<file path="config.mk">
export PLATFORM = sky130hd
export DESIGN_NAME = sorted_unique_extract
export DESIGN_NICKNAME = d
export VERILOG_FILES = /design/src/rtl/sorted_unique_extract.sv
export SDC_FILE = /design/constraint.sdc
export NUM_CORES = 1
export LEC_CHECK = 0
export BUFFER_PORTS_ARGS = -buffer_cell sky130_fd_sc_hd__buf_2
export CAP_MARGIN = 40
export CORE_MARGIN = 4
export CORE_UTILIZATION = 61
export CTS_CLUSTER_DIAMETER = 30
export DETAILED_ROUTE_END_ITERATION = 8
export GPL_ROUTABILITY_DRIVEN = 0
export GPL_TIMING_DRIVEN = 1
export PLACE_DENSITY = 0.85
export SLEW_MARGIN = 20
export SYNTH_ARGS = -nofsm -noshare
export SYNTH_HDL_FRONTEND = slang
export SYNTH_SLANG_ARGS = --single-unit
</file>
<file path="constraint.sdc">
create_clock -name clk -period 3.92 [get_ports clk]
set_input_delay 0.392 -clock clk [delete_from_list [all_inputs] [get_ports clk]]
set_output_delay 0.392 -clock clk [all_outputs]
set_load 0.01 [all_outputs]
</file>
<file path="src/rtl/sorted_unique_extract.sv">
// Collapses a sorted input frame into (value, occurrence count) pairs, one per distinct value,
// and reports the frame's distinct-value total and any ordering violation.
module sorted_unique_extract #(
  parameter int unsigned WIDTH = 32,
  parameter int unsigned CW    = 8
) (
  input  logic             clk,
  input  logic             rst,
  input  logic             in_valid,
  output logic             in_ready,
  input  logic [WIDTH-1:0] in_data,
  input  logic             in_last,
  output logic             out_valid,
  input  logic             out_ready,
  output logic [WIDTH-1:0] out_data,
  output logic [CW-1:0]    out_count,
  output logic             out_last,
  output logic             done,
  output logic [CW-1:0]    uniq_total,
  output logic             sort_err
);

  typedef enum logic [1:0] {StIdle, StRun, StFlush} state_e;

  state_e           state_q, state_d;
  logic [WIDTH-1:0] cur_val_q, cur_val_d;
  logic [CW-1:0]    cur_cnt_q, cur_cnt_d;
  logic [CW-1:0]    cnt_inc;
  logic [CW-1:0]    pair_cnt_q;
  logic             sort_err_d;

  logic             load;
  logic [WIDTH-1:0] load_data;
  logic [CW-1:0]    load_cnt;
  logic             load_last;

  logic             reg_free;
  logic             accept;
  logic             emit;

  assign reg_free = !out_valid || out_ready;
  assign in_ready = (state_q != StFlush) && reg_free;
  assign accept   = in_valid && in_ready;
  assign emit     = out_valid && out_ready;
  assign done     = emit && out_last;
  // Occurrence count sticks at all-ones rather than wrapping.
  assign cnt_inc  = (cur_cnt_q == {CW{1'b1}}) ? cur_cnt_q : cur_cnt_q + CW'(1);

  always_comb begin
    state_d    = state_q;
    cur_val_d  = cur_val_q;
    cur_cnt_d  = cur_cnt_q;
    sort_err_d = sort_err;
    load       = 1'b0;
    load_data  = cur_val_q;
    load_cnt   = cur_cnt_q;
    load_last  = 1'b0;
    unique case (state_q)
      StIdle: begin
        if (accept) begin
          sort_err_d = 1'b0;
          if (in_last) begin
            load      = 1'b1;
            load_data = in_data;
            load_cnt  = CW'(1);
            load_last = 1'b1;
          end else begin
            cur_val_d = in_data;
            cur_cnt_d = CW'(1);
            state_d   = StRun;
          end
        end
      end
      StRun: begin
        if (accept) begin
          if (in_data == cur_val_q) begin
            cur_cnt_d = cnt_inc;
            if (in_last) begin
              load      = 1'b1;
              load_cnt  = cnt_inc;
              load_last = 1'b1;
              state_d   = StIdle;
            end
          end else begin
            // Out-of-order word still opens a new run; only the flag records it.
            if (in_data < cur_val_q) sort_err_d = 1'b1;
            load      = 1'b1;
            cur_val_d = in_data;
            cur_cnt_d = CW'(1);
            if (in_last) state_d = StFlush;
          end
        end
      end
      StFlush: begin
        if (reg_free) begin
          load      = 1'b1;
          load_last = 1'b1;
          state_d   = StIdle;
        end
      end
      default: state_d = StIdle;
    endcase
  end

  always_ff @(posedge clk) begin
    if (rst) begin
      state_q    <= StIdle;
      cur_val_q  <= '0;
      cur_cnt_q  <= '0;
      pair_cnt_q <= '0;
      sort_err   <= 1'b0;
      uniq_total <= '0;
      out_valid  <= 1'b0;
      out_data   <= '0;
      out_count  <= '0;
      out_last   <= 1'b0;
    end else begin
      state_q   <= state_d;
      cur_val_q <= cur_val_d;
      cur_cnt_q <= cur_cnt_d;
      sort_err  <= sort_err_d;
      if (load) begin
        out_valid <= 1'b1;
        out_data  <= load_data;
        out_count <= load_cnt;
        out_last  <= load_last;
      end else if (emit) begin
        out_valid <= 1'b0;
      end
      if (emit) begin
        if (out_last) begin
          uniq_total <= pair_cnt_q + CW'(1);
          pair_cnt_q <= '0;
        end else begin
          pair_cnt_q <= pair_cnt_q + CW'(1);
        end
      end
    end
  end

endmodule

</file>
==> results_dict.tcl <==
set metrics [dict create \
    max-slew-margin-rel_pct 43.7 \
    finalCritPeriodShare_pct 70.1 \
    drt-total-wl_mm 12.9 \
    cts_resized 0 \
    postSynthCellCount 638 \
    ys_types 58 \
    powerDensity_nw_per_um2 378 \
    clkTransAtPathRegs_ns 0.11 \
    ir_drop_v 0.000196 \
    grt_max_degree 77 \
    vias 4843 \
    antenna_left 0 \
    ioPinCount 90 \
    nets 779 \
    worst_pin_slew_ns 0.841 \
    yosys_warnings 0 \
    h-tree-depth 3 \
    hold_path_class "input pin to flip-flop" \
    drt_pass1_iterations 5 \
    grt_pass1_wl_mm 21.1 \
    areaGrowthSynthToFinish_pct 12.5 \
    arrival_ns 3.05 \
    min_period_ns 2.75 \
    worstSetupPathType "flip-flop to flip-flop" \
    clock_latency_ns 0.37 \
    grtUsageTotal_pct 24.8 \
    layout-drive-gt1-share_pct 22.1 \
    drt_iter0_drc 297 \
    setup_viol 0 \
    holdBufCountCts 0 \
    via_per_inst 5.91 \
    syn_avg_cell_area_sq_um 8.47 \
    worstPathRequired_ns 4.22 \
    routedWlPerCell_um 15.7 \
    finalNonFillerCells 820 \
    crit_path_start_kind "flip-flop" \
    fp.dieH_um 102 \
    maxCapViolations 0 \
    initial_utilization_pct 62.3 \
    status "complete, no violations" \
    grt_pass1_vias 4637 \
    syn_area_sq_um 5410 \
    final-hold-violation-count 0 \
    finClkSkew_ns 0.0169 \
    cts_made_buffers 9 \
    power_mw 2.30 \
    tns_ns 0 \
    grt_overflow 0 \
    p_leak_nw 2.36 \
    rsz0062_at_grt "false" \
    cts_sinks 101 \
    yosysSeqAreaShare_pct 37.4 \
    clock_path_buffers 2 \
    dpl_cell_area_sq_um 5840 \
    ys_seq_elements 101 \
    antenna_found_initial 0 \
    dpl.cell_count 803 \
    core-area_sq_um 8680 \
    numPortBuffers 89 \
    cts_setup_buffers 0 \
    antennaDiodeCount 0 \
    die_area_sq_um 10400 \
    critPathMaxFanout 25 \
    die_x_um 102 \
    cts_tree "done" \
    synthesis.nets 709 \
    fmax_mhz 364 \
    maxSlewViolCount 0 \
    num_rows 34 \
    design_area_sq_um 6080 \
    drc 0 \
    clock-root-buffer "clkbuf_8" \
    endpoint_kind "flip-flop" \
    dp_hpwl_mm 9.05 \
]
layout by cell type, fill, tap and decap left out, types with 2 or more instances in the layout:
cell type	synthesis	final
xor2_1	4	4
clkinv_2	0	2
a31oi_1	7	7
inv_1	35	35
nand3_1	12	12
nor2_1	82	82
a211oi_2	30	30
nor4_2	2	2
nor4_1	3	3
nand2b_1	5	5
o21ai_0	6	6
ha_1	34	34
a32oi_1	2	2
nor3_1	9	9
nand4_1	10	10
buf_4	4	6
buf_2	7	88
a22oi_1	4	4
a211oi_1	14	14
buf_12	0	2
a21oi_1	66	66
or3_1	5	5
nand2_1	91	91
nor2b_1	2	2
and4_1	4	4
dfxtp_1	101	101
mux2i_1	33	33
clkbuf_8	0	9
bufinv_16	0	2
a21o_1	3	3
a311oi_1	6	6
nor2_2	2	2
xnor2_1	3	3
cell type report:
class	instances	area, sq um
multi-input cells	464	3050
fillers	679	2590
flip-flops and latches	101	2020
repair buffers	97	541
well taps	108	135
inverters	35	131
clock buffers	9	124
clock inverters	6	86.3
critical path, stage by stage (launching register included):
cell and delay (ns):
dfxtp_1 0.38, inv_1 0.06, ha_1 0.31, nand4_1 0.23, nor4_2 0.43, and3_2 0.32
or2_1 0.31, buf_4 0.36, nand2_1 0.11, a21oi_1 0.16
layer usage:
metal	routed length, um	track usage [%]
met1	5490	31.5
met2	6280	43.0
met3	863	3.89
met4	233	8.27
met5	0	0
cells in the mapped netlist (all sizes together):
cell type | number | area share (%)
dfxtp | 101 | 37
nand2 | 92 | 6.4
nor2 | 84 | 5.9
a21oi | 67 | 6.3
a211oi | 44 | 8.9
inv | 35 | 2.4
ha | 34 | 7.9
mux2i | 33 | 6.1
buf | 19 | 2.6
clkbuf | 19 | 1.4
nand3 | 12 | 1.1
nand4 | 11 | 1.4
nor3 | 11 | 1.3
a31oi | 7 | 0.81
o21ai | 7 | 0.65
a311oi | 6 | 0.97
nor4 | 6 | 1.2
nand2b | 5 | 0.58
or3 | 5 | 0.58
a22oi | 4 | 0.56
and4 | 4 | 0.65
xor2 | 4 | 0.65
a21o | 3 | 0.42
nor2b | 3 | 0.39
xnor2 | 3 | 0.49
a32oi | 2 | 0.32
and2 | 2 | 0.25
and3 | 2 | 0.25
or2 | 2 | 0.23
a2111o | 1 | 0.21
a2111oi | 1 | 0.28
a211o | 1 | 0.16
a21boi | 1 | 0.14
a221oi | 1 | 0.16
nor3b | 1 | 0.14
o211a | 1 | 0.19
o21a | 1 | 0.14
o311ai | 1 | 0.16
o31ai | 1 | 0.14
o41ai | 1 | 0.16
worst paths after layout:
path,end,startpoint,slack [ns],depth (start not counted)
worst max-delay path,cur_val_q[14]$_SDFFE_PP0P_,cur_val_q[17]$_SDFFE_PP0P_,1.17,9
worst min-delay path,cur_val_q[18]$_SDFFE_PP0P_,in_data[18],0.27,3
worst max register to register,cur_val_q[14]$_SDFFE_PP0P_,cur_val_q[17]$_SDFFE_PP0P_,1.17,9
worst min register to register,cur_val_q[4]$_SDFFE_PP0P_,cur_val_q[4]$_SDFFE_PP0P_,0.47,2
power by group:
part           switching [mW]  internal [mW]  leakage [nW]
sequential             0.0450           1.09         0.826
combinational           0.270          0.176          1.43
clock                   0.363          0.356         0.105
total                   0.678           1.62          2.36
through the flow:
step	worst slack (ns)	hold WS [ns]	util (%)
finish	1.17	0.275	70.1
global route	0.969	0.279	70.1
CTS	1.21	0.264	69.7
detailed placement	1.11	0.459	67.3
global placement	1.22	0.450	67.3
floorplan	1.87	0.444	-
sequential cells by signal, indices dropped and copies added, names as in the netlist:
name	flops
cur_cnt_q	8
cur_val_q	32
out_count	8
out_data	32
out_last	1
out_valid	1
pair_cnt_q	8
sort_err	1
state_q	2
uniq_total	8
cells by family after synthesis:
| group | synth area share [%] |
|---|---|
| buffers and inverters | 6.41 |
| multiplexers | 6.11 |
| AO/OA/AOI/OAI | 20.6 |
| AND/OR/NAND/NOR | 20.5 |
| adder cells (fa/ha/maj) | 7.87 |
| flip-flops | 37.4 |
| XOR/XNOR | 1.13 |
Power figures use the tool's default switching activity.
